==> src/rtl/mandel_view_ctrl.sv <==
// mandel_view_ctrl: AXI-Lite view register block for the Mandelbrot pipeline.
// Software writes shadow centre/zoom/step values; they become the active outputs
// only at a frame boundary detected from the stream-domain frame_start_tgl.
// Optional auto-zoom nudges the active zoom by the signed step once per frame.
// cfg_update_tgl flips whenever the active outputs change so the consumer can resync.
module mandel_view_ctrl #(
    parameter int WORD_LENGTH         = 64,
    parameter int FRAC                = 60,
    parameter int AXI_LITE_ADDR_WIDTH = 8
) (
    input  logic                           s_axi_lite_aclk,
    input  logic                           periph_resetn,
    input  logic [AXI_LITE_ADDR_WIDTH-1:0] s_axi_lite_awaddr,
    input  logic                           s_axi_lite_awvalid,
    output logic                           s_axi_lite_awready,
    input  logic [31:0]                    s_axi_lite_wdata,
    input  logic                           s_axi_lite_wvalid,
    output logic                           s_axi_lite_wready,
    output logic [1:0]                     s_axi_lite_bresp,
    output logic                           s_axi_lite_bvalid,
    input  logic                           s_axi_lite_bready,
    input  logic [AXI_LITE_ADDR_WIDTH-1:0] s_axi_lite_araddr,
    input  logic                           s_axi_lite_arvalid,
    output logic                           s_axi_lite_arready,
    output logic [31:0]                    s_axi_lite_rdata,
    output logic [1:0]                     s_axi_lite_rresp,
    output logic                           s_axi_lite_rvalid,
    input  logic                           s_axi_lite_rready,
    input  logic                           frame_start_tgl,
    output logic [WORD_LENGTH-1:0]         re_center_o,
    output logic [WORD_LENGTH-1:0]         im_center_o,
    output logic [31:0]                    zoom_o,
    output logic                           cfg_update_tgl
);

    localparam logic [WORD_LENGTH-1:0] THREE_C   = WORD_LENGTH'(3);
    // -0.75 in signed Q(WORD_LENGTH-FRAC).FRAC
    localparam logic [WORD_LENGTH-1:0] RE_RESET  = ~(THREE_C << (FRAC - 2)) + WORD_LENGTH'(1);
    localparam logic [31:0]            ZOOM_RESET = 32'd1024;
    localparam logic [1:0]             RESP_OKAY  = 2'b00;
    localparam logic [1:0]             RESP_SLV   = 2'b10;

    typedef enum logic [1:0] {W_IDLE = 2'd0, W_WRITE = 2'd1, W_RESP = 2'd2} wstate_t;
    typedef enum logic [1:0] {R_IDLE = 2'd0, R_FETCH = 2'd1, R_DATA = 2'd2} rstate_t;

    wstate_t                wstate_q, wstate_d;
    rstate_t                rstate_q, rstate_d;
    logic                   aw_got_q, aw_got_d, w_got_q, w_got_d;
    logic                   aw_bad_q, aw_bad_d, ar_bad_q, ar_bad_d;
    logic [2:0]             aw_word_q, aw_word_d, ar_word_q, ar_word_d;
    logic [31:0]            wdata_q, wdata_d, rdata_q, rdata_d;
    logic [1:0]             bresp_q, bresp_d, rresp_q, rresp_d;
    logic                   bvalid_q, bvalid_d, rvalid_q, rvalid_d;
    logic [WORD_LENGTH-1:0] sh_re_q, sh_re_d, sh_im_q, sh_im_d;
    logic [WORD_LENGTH-1:0] act_re_q, act_re_d, act_im_q, act_im_d;
    logic [31:0]            sh_zoom_q, sh_zoom_d, sh_step_q, sh_step_d;
    logic [31:0]            act_zoom_q, act_zoom_d;
    logic                   auto_zoom_q, auto_zoom_d, pending_q, pending_d;
    logic [15:0]            frame_cnt_q, frame_cnt_d;
    logic                   tgl_q, tgl_d;
    logic                   sync1_q, sync1_d, sync2_q, sync2_d, prev_q, prev_d;
    logic                   boundary_s, commit_s;
    logic [31:0]            next_zoom_s;
    logic                   unused_s;

    // Saturating zoom update: result clamped to [1, 2^32-1].
    function automatic logic [31:0] sat_zoom(input logic [31:0] zoom, input logic [31:0] step);
        logic signed [33:0] sum;
        sum = $signed({2'b00, zoom}) + $signed({{2{step[31]}}, step});
        if (sum < 34'sd1) begin
            sat_zoom = 32'd1;
        end else if (sum > 34'sh0_FFFF_FFFF) begin
            sat_zoom = 32'hFFFF_FFFF;
        end else begin
            sat_zoom = sum[31:0];
        end
    endfunction

    assign unused_s           = ^{s_axi_lite_awaddr[1:0], s_axi_lite_araddr[1:0]};
    assign s_axi_lite_awready = (wstate_q == W_IDLE) && !aw_got_q;
    assign s_axi_lite_wready  = (wstate_q == W_IDLE) && !w_got_q;
    assign s_axi_lite_arready = (rstate_q == R_IDLE);
    assign s_axi_lite_bvalid  = bvalid_q;
    assign s_axi_lite_bresp   = bresp_q;
    assign s_axi_lite_rvalid  = rvalid_q;
    assign s_axi_lite_rresp   = rresp_q;
    assign s_axi_lite_rdata   = rdata_q;
    assign re_center_o        = act_re_q;
    assign im_center_o        = act_im_q;
    assign zoom_o             = act_zoom_q;
    assign cfg_update_tgl     = tgl_q;

    // Write channel FSM: collect AW and W in any order, apply to shadow regs, respond.
    always_comb begin
        wstate_d    = wstate_q;
        aw_got_d    = aw_got_q;
        w_got_d     = w_got_q;
        aw_bad_d    = aw_bad_q;
        aw_word_d   = aw_word_q;
        wdata_d     = wdata_q;
        bvalid_d    = bvalid_q;
        bresp_d     = bresp_q;
        sh_re_d     = sh_re_q;
        sh_im_d     = sh_im_q;
        sh_zoom_d   = sh_zoom_q;
        sh_step_d   = sh_step_q;
        auto_zoom_d = auto_zoom_q;
        commit_s    = 1'b0;
        case (wstate_q)
            W_IDLE: begin
                if (s_axi_lite_awvalid && !aw_got_q) begin
                    aw_got_d  = 1'b1;
                    aw_bad_d  = |s_axi_lite_awaddr[AXI_LITE_ADDR_WIDTH-1:5];
                    aw_word_d = s_axi_lite_awaddr[4:2];
                end else begin
                    aw_got_d = aw_got_q;
                end
                if (s_axi_lite_wvalid && !w_got_q) begin
                    w_got_d = 1'b1;
                    wdata_d = s_axi_lite_wdata;
                end else begin
                    w_got_d = w_got_q;
                end
                if (aw_got_d && w_got_d) begin
                    wstate_d = W_WRITE;
                end else begin
                    wstate_d = W_IDLE;
                end
            end
            W_WRITE: begin
                wstate_d = W_RESP;
                bvalid_d = 1'b1;
                if (aw_bad_q) begin
                    bresp_d = RESP_SLV;
                end else begin
                    bresp_d = RESP_OKAY;
                    case (aw_word_q)
                        3'd0: begin
                            auto_zoom_d = wdata_q[1];
                            commit_s    = wdata_q[0];
                        end
                        3'd2:    sh_re_d[31:0]             = wdata_q;
                        3'd3:    sh_re_d[WORD_LENGTH-1:32] = wdata_q[WORD_LENGTH-33:0];
                        3'd4:    sh_im_d[31:0]             = wdata_q;
                        3'd5:    sh_im_d[WORD_LENGTH-1:32] = wdata_q[WORD_LENGTH-33:0];
                        3'd6:    sh_zoom_d                 = wdata_q;
                        3'd7:    sh_step_d                 = wdata_q;
                        default: sh_step_d                 = sh_step_q;
                    endcase
                end
            end
            W_RESP: begin
                if (s_axi_lite_bready) begin
                    bvalid_d = 1'b0;
                    aw_got_d = 1'b0;
                    w_got_d  = 1'b0;
                    wstate_d = W_IDLE;
                end else begin
                    bvalid_d = 1'b1;
                end
            end
            default: begin
                wstate_d = W_IDLE;
                bvalid_d = 1'b0;
                aw_got_d = 1'b0;
                w_got_d  = 1'b0;
            end
        endcase
    end

    // Read channel FSM: capture address, fetch register one cycle later, hold until rready.
    always_comb begin
        rstate_d  = rstate_q;
        ar_bad_d  = ar_bad_q;
        ar_word_d = ar_word_q;
        rdata_d   = rdata_q;
        rresp_d   = rresp_q;
        rvalid_d  = rvalid_q;
        case (rstate_q)
            R_IDLE: begin
                if (s_axi_lite_arvalid) begin
                    ar_bad_d  = |s_axi_lite_araddr[AXI_LITE_ADDR_WIDTH-1:5];
                    ar_word_d = s_axi_lite_araddr[4:2];
                    rstate_d  = R_FETCH;
                end else begin
                    rstate_d = R_IDLE;
                end
            end
            R_FETCH: begin
                rvalid_d = 1'b1;
                rstate_d = R_DATA;
                if (ar_bad_q) begin
                    rdata_d = 32'd0;
                    rresp_d = RESP_SLV;
                end else begin
                    rresp_d = RESP_OKAY;
                    case (ar_word_q)
                        3'd0:    rdata_d = {30'd0, auto_zoom_q, 1'b0};
                        3'd1:    rdata_d = {frame_cnt_q, 15'd0, pending_q};
                        3'd2:    rdata_d = sh_re_q[31:0];
                        3'd3:    rdata_d = 32'(sh_re_q[WORD_LENGTH-1:32]);
                        3'd4:    rdata_d = sh_im_q[31:0];
                        3'd5:    rdata_d = 32'(sh_im_q[WORD_LENGTH-1:32]);
                        3'd6:    rdata_d = sh_zoom_q;
                        3'd7:    rdata_d = sh_step_q;
                        default: rdata_d = 32'd0;
                    endcase
                end
            end
            R_DATA: begin
                if (s_axi_lite_rready) begin
                    rvalid_d = 1'b0;
                    rstate_d = R_IDLE;
                end else begin
                    rvalid_d = 1'b1;
                end
            end
            default: begin
                rstate_d = R_IDLE;
                rvalid_d = 1'b0;
            end
        endcase
    end

    // Frame boundary detection and commit / auto-zoom of the active view.
    always_comb begin
        sync1_d     = frame_start_tgl;
        sync2_d     = sync1_q;
        prev_d      = sync2_q;
        boundary_s  = sync2_q ^ prev_q;
        frame_cnt_d = frame_cnt_q;
        pending_d   = pending_q;
        act_re_d    = act_re_q;
        act_im_d    = act_im_q;
        act_zoom_d  = act_zoom_q;
        tgl_d       = tgl_q;
        next_zoom_s = sat_zoom(act_zoom_q, sh_step_q);
        if (boundary_s) begin
            frame_cnt_d = frame_cnt_q + 16'd1;
            if (pending_q) begin
                act_re_d   = sh_re_q;
                act_im_d   = sh_im_q;
                act_zoom_d = sh_zoom_q;
                pending_d  = 1'b0;
                tgl_d      = ~tgl_q;
            end else if (auto_zoom_q) begin
                act_zoom_d = next_zoom_s;
                if (next_zoom_s != act_zoom_q) begin
                    tgl_d = ~tgl_q;
                end else begin
                    tgl_d = tgl_q;
                end
            end else begin
                act_zoom_d = act_zoom_q;
            end
        end else begin
            frame_cnt_d = frame_cnt_q;
        end
        // A commit seen in the boundary cycle lands after the old pending was sampled.
        if (commit_s) begin
            pending_d = 1'b1;
        end else begin
            pending_d = pending_d;
        end
    end

    // State registers with asynchronous active-low reset.
    always_ff @(posedge s_axi_lite_aclk or negedge periph_resetn) begin
        if (!periph_resetn) begin
            wstate_q    <= W_IDLE;
            rstate_q    <= R_IDLE;
            aw_got_q    <= 1'b0;
            w_got_q     <= 1'b0;
            aw_bad_q    <= 1'b0;
            ar_bad_q    <= 1'b0;
            aw_word_q   <= 3'd0;
            ar_word_q   <= 3'd0;
            wdata_q     <= 32'd0;
            rdata_q     <= 32'd0;
            bresp_q     <= 2'b00;
            rresp_q     <= 2'b00;
            bvalid_q    <= 1'b0;
            rvalid_q    <= 1'b0;
            sh_re_q     <= RE_RESET;
            sh_im_q     <= {WORD_LENGTH{1'b0}};
            sh_zoom_q   <= ZOOM_RESET;
            sh_step_q   <= 32'd0;
            act_re_q    <= RE_RESET;
            act_im_q    <= {WORD_LENGTH{1'b0}};
            act_zoom_q  <= ZOOM_RESET;
            auto_zoom_q <= 1'b0;
            pending_q   <= 1'b0;
            frame_cnt_q <= 16'd0;
            tgl_q       <= 1'b0;
            sync1_q     <= 1'b0;
            sync2_q     <= 1'b0;
            prev_q      <= 1'b0;
        end else begin
            wstate_q    <= wstate_d;
            rstate_q    <= rstate_d;
            aw_got_q    <= aw_got_d;
            w_got_q     <= w_got_d;
            aw_bad_q    <= aw_bad_d;
            ar_bad_q    <= ar_bad_d;
            aw_word_q   <= aw_word_d;
            ar_word_q   <= ar_word_d;
            wdata_q     <= wdata_d;
            rdata_q     <= rdata_d;
            bresp_q     <= bresp_d;
            rresp_q     <= rresp_d;
            bvalid_q    <= bvalid_d;
            rvalid_q    <= rvalid_d;
            sh_re_q     <= sh_re_d;
            sh_im_q     <= sh_im_d;
            sh_zoom_q   <= sh_zoom_d;
            sh_step_q   <= sh_step_d;
            act_re_q    <= act_re_d;
            act_im_q    <= act_im_d;
            act_zoom_q  <= act_zoom_d;
            auto_zoom_q <= auto_zoom_d;
            pending_q   <= pending_d;
            frame_cnt_q <= frame_cnt_d;
            tgl_q       <= tgl_d;
            sync1_q     <= sync1_d;
            sync2_q     <= sync2_d;
            prev_q      <= prev_d;
        end
    end

endmodule

==> config.mk <==
export PLATFORM = sky130hd
export DESIGN_NAME = mandel_view_ctrl
export DESIGN_NICKNAME = d
export VERILOG_FILES = /design/src/rtl/mandel_view_ctrl.sv
export SDC_FILE = /design/constraint.sdc
export NUM_CORES = 1
export LEC_CHECK = 0
export BUFFER_PORTS_ARGS = -buffer_cell sky130_fd_sc_hd__buf_2
export CAP_MARGIN = 20
export CORE_UTILIZATION = 35
export DETAILED_ROUTE_END_ITERATION = 6
export GPL_TIMING_DRIVEN = 0
export SYNTH_ARGS = -nofsm -noshare
export SYNTH_HDL_FRONTEND = slang
export SYNTH_SLANG_ARGS = --single-unit
==> constraint.sdc <==
create_clock -name s_axi_lite_aclk -period 5.9 [get_ports s_axi_lite_aclk]
set_input_delay 0.295 -clock s_axi_lite_aclk [delete_from_list [all_inputs] [get_ports s_axi_lite_aclk]]
set_output_delay 0.295 -clock s_axi_lite_aclk [all_outputs]
set_load 0.01 [all_outputs]
==> impl_metrics.env, run 1 <==
export IMPL_pre_cts_slack_ns=0.1399
export IMPL_postRouteAntennaNets=0
export IMPL_die_h_um=253.5
export IMPL_finalClockSkew_ns=0.03881
export IMPL_n_antenna_cell=0
export IMPL_setup_viol=0
export IMPL_core_mm2=0.06205
export IMPL_synth_commonest_cells="dfrtp_1, mux2_2, a21oi_1"
export IMPL_rsz0062_at_grt="no"
export IMPL_critPathLaunchType="register"
export IMPL_row_count=91
export IMPL_worstPathArrival_ns=6.29
export IMPL_drive_gt1_frac=0.3401
export IMPL_wire_per_inst_um=26.11
export IMPL_p_int_mw=9.580
export IMPL_r2r_end="cfg_update_tgl"
export IMPL_gp_congestion=0.9291
export IMPL_drv_cap=0
export IMPL_die_w_um=253.5
export IMPL_die_area_mm2=0.06427
export IMPL_async_flop_share=1.000
export IMPL_io_buffers=251
export IMPL_cp_required_ns=6.38
export IMPL_seq_power_share=0.334
export IMPL_final_setup_worst_slack_ns=0.08436
export IMPL_power_switching_mw=8.022
export IMPL_start_util=0.3568
export IMPL_synth_top_area_cell="dfrtp_1"
export IMPL_dp_hpwl_um=62130
export IMPL_power_total_mw=17.60
export IMPL_drtIter0Drc=1375
export IMPL_post_cts_setup_buffer_count=0
export IMPL_grt_antenna_before_repair=1
export IMPL_r2r_cells=15
export IMPL_drc_errors=0
export IMPL_worstMarginPinSlew_ns=1.171
export IMPL_grt_max_degree=117
export IMPL_syn_avg_cell_area_um2=11.78
export IMPL_path_class="register to register"
export IMPL_critPathCaptureType="register"
export IMPL_netlist_instances=1879
export IMPL_vias=17500
export IMPL_fin_crit_ns=5.816
export IMPL_final_util=0.4305
export IMPL_wirelength_um=81120
export IMPL_yosysMostFrequentCell="dfrtp_1"
export IMPL_pin_count=258
export IMPL_switching_share=0.4557
export IMPL_min_path_cells=4
export IMPL_r2r_slack_ns=0.08
export IMPL_hold_slack_ns=0.09544
export IMPL_combPwrFrac=0.489
export IMPL_grt_pass1_wl_um=118400
export IMPL_insertion_delay_ns=0.62
export IMPL_tritoncts="done"
export IMPL_ys_types=89
export IMPL_synth_top_family_by_area="multiplexers"
export IMPL_synth_edf_count=0
export IMPL_powerDensity_mw_per_mm2=658.9
export IMPL_critPathMaxFanout=7
export IMPL_tns_ns=0
export IMPL_r2r_start="zoom_o[1]"
export IMPL_cts_sinks=456
export IMPL_fin_nets=2330
export IMPL_synth_ff_type="dfrtp_1"
export IMPL_synth_area_mux_share=0.2005
export IMPL_synth_fa_ha_area_frac=0.02351
export IMPL_hp_class="input port to register"
export IMPL_synth_seq_cells=456
export IMPL_area_growth_pct=20.64
export IMPL_hold_end="wstate_q[0]"
export IMPL_clockBufferDepth=3
export IMPL_netlist_area_mm2=0.02214
export IMPL_clk_pin_slew_ns=0.07
export IMPL_synth_simple_gate_area_frac=0.08420
export IMPL_min_from="s_axi_lite_bready"
export IMPL_synth_compound_area_frac=0.1260
export IMPL_routed_via_density=5.632
export IMPL_yosysWarnings=0
export IMPL_synthXorXnorAreaFrac=0.01820
export IMPL_status="complete, no violations"
export IMPL_slew_headroom=0.2196
export IMPL_max_freq_mhz=172.0
export IMPL_synth_top_area_frac=0.5018
export IMPL_grt_overflow=0
export IMPL_synth_area_leaders="dfrtp_1, mux2_2, a21oi_1"
export IMPL_clockPowerShare=0.177
export IMPL_grt_pass1_vias=17570
export IMPL_slew_violations=0
export IMPL_post_route_period_util=0.9857
export IMPL_root_buffer="clkbuf_16"
export IMPL_p_leak_nw=12.54
export IMPL_final_hold_viol_count=0
export IMPL_cts_htree_levels=2
export IMPL_ys_seq_area_frac=0.5160
export IMPL_track_usage=0.2508
export IMPL_first_pass_iters=5
export IMPL_irDropWorstVdd_mv=0.3029
export IMPL_cts_made_buffers=48
power by group through the flow:
stage	Sequential, mW	Clock [mW]	Combinational (mW)
final	5.88	3.12	8.61
after global routing	6.01	3.27	9.26
after CTS	5.86	3.16	8.48
after detailed placement	5.91	0	8.40
after global placement	5.87	0	8.33
after floorplan	5.40	0	5.33
how the worst max path moves through the flow:
stage | end | start | slack (ns) | cells after the start
after floorplan | cfg_update_tgl | zoom_o[0] | 1.73 | 15
after global placement | wdata_q[22] | periph_resetn | -4.52 | 1
after detailed placement | cfg_update_tgl | zoom_o[15] | 0.14 | 16
after CTS | cfg_update_tgl | zoom_o[15] | 0.15 | 16
after global routing | cfg_update_tgl | zoom_o[1] | 0.05 | 15
final | cfg_update_tgl | zoom_o[1] | 0.08 | 15
per-stage QoR:
| stage | instance area, µm² | instances |
|---|---|---|
| after CTS | 26670 | 3105 |
| after global routing | 26710 | 3107 |
| after detailed placement | 24570 | 2972 |
| final | 26710 | 3107 |
| after floorplan | 22150 | 1880 |
| after global placement | 24450 | 2968 |
kinds of logic (layout without fill, tap and decap cells):
family	count (synthesis)	after routing
compound gates	408	408
xor+xnor	46	46
fa+ha+maj	41	41
buf+inv	168	558
flops	456	456
mux	393	393
other cells	1	2
simple gates	366	366
per-layer routing:
| metal | vias up | track usage | routed length (µm) |
|---|---|---|---|
| met1 | 9079 | 0.3511 | 36420 |
| li1 | 7692 | - | - |
| met3 | 105 | 0.03370 | 4453 |
| met2 | 622 | 0.4028 | 38070 |
| met4 | 0 | 0.07515 | 2181 |
| met5 | - | 0 | 0 |
area by class of cell:
cell class | instances | area (µm²)
fill | 5869 | 35340
sequential | 456 | 11430
multi-input combinational | 1256 | 10050
timing repair buffer | 303 | 1857
clock buffer | 76 | 1466
tap | 837 | 1047
buffer | 114 | 493.0
inverter | 54 | 202.7
clock inverter | 11 | 170.2
placed cells by master (no fill, tap or decap), types with 7 or more instances in the layout:
| cell type | n |
|---|---|
| a31oi_1 | 9 |
| nand2b_1 | 12 |
| a21oi_1 | 118 |
| a211oi_1 | 20 |
| nor2b_1 | 10 |
| mux2_2 | 375 |
| nor3b_1 | 7 |
| buf_2 | 264 |
| nand2_1 | 75 |
| a221o_1 | 17 |
| and3_1 | 13 |
| nor3_1 | 37 |
| clkbuf_1 | 91 |
| o21ai_1 | 10 |
| o22ai_1 | 35 |
| a21o_1 | 11 |
| xor2_1 | 22 |
| a221oi_1 | 28 |
| o21a_1 | 7 |
| and2_1 | 11 |
| dlygate4sd3_1 | 46 |
| ha_1 | 40 |
| nor2_1 | 94 |
| inv_1 | 54 |
| clkbuf_16 | 48 |
| xnor2_1 | 24 |
| o21ai_0 | 47 |
| mux2i_1 | 15 |
| o211ai_1 | 7 |
| nand3_1 | 28 |
| dfstp_2 | 12 |
| nand4_1 | 20 |
| buf_1 | 12 |
| dfrtp_1 | 444 |
| nor4_1 | 17 |
| a22o_1 | 21 |
| a22oi_1 | 20 |
| clkbuf_8 | 16 |
what timing repair did:
item | CTS | global route
resized for setup | 0 | 6
endpoints found under the setup margin | 0 | 1
hold endpoints to repair | 99 | 0
hold buffers | 46 | 0
flip-flops by register name, summed over array words and instances, names as in the netlist, 16 cells and up:
signal	cells
sh_im_q	64
zoom_o	32
wdata_q	32
frame_cnt_q	16
im_center_o	64
re_center_o	64
sh_re_q	64
sh_zoom_q	32
sh_step_q	32
s_axi_lite_rdata	32
critical path, cell delays in order, from the launching register on:
cell and delay [ns]:
dfrtp_1 0.64, inv_1 0.13, fa_1 0.46, nand2b_1 0.19, a21oi_1 0.47, o21ai_1 0.30
nand2_1 0.35, a21bo_2 0.21, xor2_1 0.55, o221ai_1 0.28, or4_1 0.52, o41ai_1 0.63
nand4_1 0.23, nor4_1 0.31, a31oi_1 0.24, xor2_1 0.20
No activity file was read; power rests on OpenSTA's default activity.
==> run 2, diff against run 1 <==
--- a/config.mk
+++ b/config.mk
@@ -5,6 +5,7 @@
 export SDC_FILE = /design/constraint.sdc
 export NUM_CORES = 1
 export LEC_CHECK = 0
+export ABC_AREA = 1
 export BUFFER_PORTS_ARGS = -buffer_cell sky130_fd_sc_hd__buf_2
 export CAP_MARGIN = 20
 export CORE_UTILIZATION = 35
==> constraint.sdc (replaced) <==
create_clock -name s_axi_lite_aclk -period 6.08 [get_ports s_axi_lite_aclk]
set_input_delay 0.304 -clock s_axi_lite_aclk [delete_from_list [all_inputs] [get_ports s_axi_lite_aclk]]
set_output_delay 0.304 -clock s_axi_lite_aclk [all_outputs]
set_load 0.01 [all_outputs]
==> run 2 against run 1 <==
  * Critical path depth rose by 13
  * Cell count rose by 25%
  * Clock skew fell by 0.016 ns
  * Critical endpoint unchanged
  * Power fell by 11%
  * Highest routed layer unchanged
  * Clock power fell by 7.7%
  * Combinational power fell by 15%
  * First-iteration DRC count rose by 46%
  * Synthesized cell count rose by 44%
  * Global-route usage rose by 1.1 points
  * Critical path type unchanged
  * Sequential share of layout area rose by 1.1 points
==> impl_metrics.env, run 2 <==
export IMPL_tritoncts="done"
export IMPL_synth_seq_cells=456
export IMPL_yosysMostFrequentCell="nand2_1"
export IMPL_track_usage=0.2613
export IMPL_nFillCells=6256
export IMPL_yosysWarnings=0
export IMPL_critPathMaxStageDelay_ns=0.46
export IMPL_irDropWorstVdd_mv=0.2730
export IMPL_drc_errors=0
export IMPL_hold_end="aw_bad_q"
export IMPL_grt_overflow=0
export IMPL_synth_top_area_frac=0.5060
export IMPL_cp_slowest_cell="dfrtp_1"
export IMPL_wire_per_inst_um=21.46
export IMPL_critPathCaptureType="register"
export IMPL_io_buffers=251
export IMPL_routed_via_density=5.190
export IMPL_dp_hpwl_um=63360
export IMPL_r2r_slack_ns=1.98
export IMPL_async_flop_share=1.000
export IMPL_r2r_end="cfg_update_tgl"
export IMPL_critPathLaunchType="register"
export IMPL_status="complete, no violations"
export IMPL_clockBufferDepth=3
export IMPL_area_growth_pct=18.73
export IMPL_final_hold_viol_count=0
export IMPL_tns_ns=0
export IMPL_n_antenna_cell=0
export IMPL_grt_pass1_vias=19640
export IMPL_synth_top_area_cell="dfrtp_1"
export IMPL_design_area_mm2=0.02607
export IMPL_grt_antenna_before_repair=0
export IMPL_synth_commonest_cells="nand2_1, dfrtp_1, o21ai_0"
export IMPL_vias=20210
export IMPL_post_route_period_util=0.6751
export IMPL_postCtsResizedCells=0
export IMPL_postRouteAntennaNets=0
export IMPL_max_freq_mhz=243.6
export IMPL_netlist_area_mm2=0.02196
export IMPL_drtIter0Drc=2005
export IMPL_finalClockSkew_ns=0.02246
export IMPL_cts_made_buffers=47
export IMPL_die_area_mm2=0.06374
export IMPL_powerDensity_mw_per_mm2=601.9
export IMPL_row_count=91
export IMPL_fin_nets=3121
export IMPL_final_util=0.4217
export IMPL_fin_crit_ns=4.105
export IMPL_placed_area_mm2=0.02444
export IMPL_core_mm2=0.06183
export IMPL_die_h_um=252.5
export IMPL_layout_commonest_cell="nand2_1"
export IMPL_ys_seq_area_frac=0.5204
export IMPL_grt_max_degree=115
export IMPL_clk_pin_slew_ns=0.06
export IMPL_multiInputGateArea_mm2=0.008700
export IMPL_hold_slack_ns=0.01766
export IMPL_synth_ff_type="dfrtp_1"
export IMPL_r2r_cells=28
export IMPL_post_cts_setup_buffer_count=0
export IMPL_path_class="register to register"
export IMPL_worstPathArrival_ns=4.54
export IMPL_critPathMaxFanout=10
export IMPL_worstMarginPinSlew_ns=1.147
export IMPL_seq_area_mm2=0.01143
export IMPL_netlist_instances=2704
export IMPL_pin_count=258
export IMPL_cts_sinks=456
export IMPL_insertion_delay_ns=0.57
export IMPL_rsz0062_at_grt="no"
export IMPL_final_cell_mix="nand2_1, dfrtp_1, o21ai_0"
export IMPL_cpMostUsedCell="nand2_1"
export IMPL_cp_required_ns=6.52
export IMPL_root_buffer="clkbuf_16"
export IMPL_drv_cap=0
export IMPL_syn_avg_cell_area_um2=8.120
export IMPL_p_leak_nw=13.42
export IMPL_drive_gt1_frac=0.1361
export IMPL_r2r_start="sh_step_q[0]"
export IMPL_stdcell_count=3894
export IMPL_first_pass_iters=5
export IMPL_slew_headroom=0.2322
export IMPL_synth_area_leaders="dfrtp_1, nand2_1, o21ai_0"
export IMPL_min_from="s_axi_lite_awaddr[7]"
export IMPL_setup_viol=0
export IMPL_wirelength_um=83570
export IMPL_gp_congestion=0.9507
export IMPL_ys_types=46
export IMPL_slew_violations=0
export IMPL_min_path_cells=3
export IMPL_hp_class="input port to register"
export IMPL_dp_cells=3801
export IMPL_synth_edf_count=0
export IMPL_cts_htree_levels=2
export IMPL_start_util=0.3551
export IMPL_die_w_um=252.5
export IMPL_grt_pass1_wl_um=124100
-- run 2: worst max-delay path by stage --
stage / to / start / slack, ns / cells past startpoint
3_5_place_dp: cfg_update_tgl / sh_step_q[0] / 2.02 / 28
6_report: cfg_update_tgl / sh_step_q[0] / 1.98 / 28
5_1_grt: cfg_update_tgl / sh_step_q[0] / 1.61 / 28
2_1_floorplan: cfg_update_tgl / zoom_o[0] / 3.01 / 28
4_1_cts: cfg_update_tgl / sh_step_q[0] / 1.97 / 28
3_3_place_gp: im_center_o[8] / periph_resetn / -4.70 / 1
-- run 2: what timing repair did --
item / in CTS / in global routing
hold endpoints to repair: 79 / 0
hold buffers: 11 / 0
endpoints found under the setup margin: 0 / 0
-- run 2: cells by family (layout without fill, tap and decap cells) --
family / Yosys count / in the layout / synth area share
flops: 456 / 456 / 0.5204
simple gates: 1083 / 1083 / 0.1998
xor+xnor: 22 / 22 / 0.009630
compound gates: 578 / 578 / 0.1430
fa+ha+maj: 41 / 41 / 0.02371
other cells: 1 / 2 / 0.0001708
mux: 37 / 37 / 0.01898
buf+inv: 486 / 838 / 0.08428
-- run 2: per-layer routing --
metal  up-vias  share of wire  track usage
met5         -              0            0
met3       130          0.093      0.04943
met1      9793           0.43       0.3660
met2       911           0.45       0.4049
li1       9374              -            -
met4         0          0.033      0.08693
-- run 2: critical path, delay by kind of cell (launching register included) --
kind / cells / cell delay [ns]
compound gates: 1 / 0.36
fa+ha+maj: 2 / 0.69
buf+inv: 4 / 0.49
flops: 1 / 0.46
simple gates: 21 / 1.98
-- run 2: through the flow --
stage          power (mW)  setup WS, ns
2_1_floorplan       9.715         3.007
3_3_place_gp        12.59        -4.698
3_5_place_dp        12.69         2.018
4_1_cts             15.60         1.970
5_1_grt             16.83         1.611
6_report            15.69         1.975
-- run 2: area by class of cell --
cell class              count  share of cell area
clock inverters            11            0.003840
inverters                 373             0.05371
clock buffers              71             0.05443
well taps                 837             0.04017
plain buffers             113             0.01728
multi-input cells        1763              0.3337
repair buffers            270             0.05860
flip-flops and latches    456              0.4383
-- run 2: where the power goes --
| part | total (mW) | switching [mW] | internal, mW | leakage, nW |
|---|---|---|---|---|
| combinational | 7.28 | 4.88 | 2.40 | 6.81 |
| sequential | 5.53 | 1.20 | 4.33 | 5.89 |
| clock | 2.88 | 1.23 | 1.65 | 0.731 |
| total | 15.7 | 7.31 | 8.39 | 13.4 |
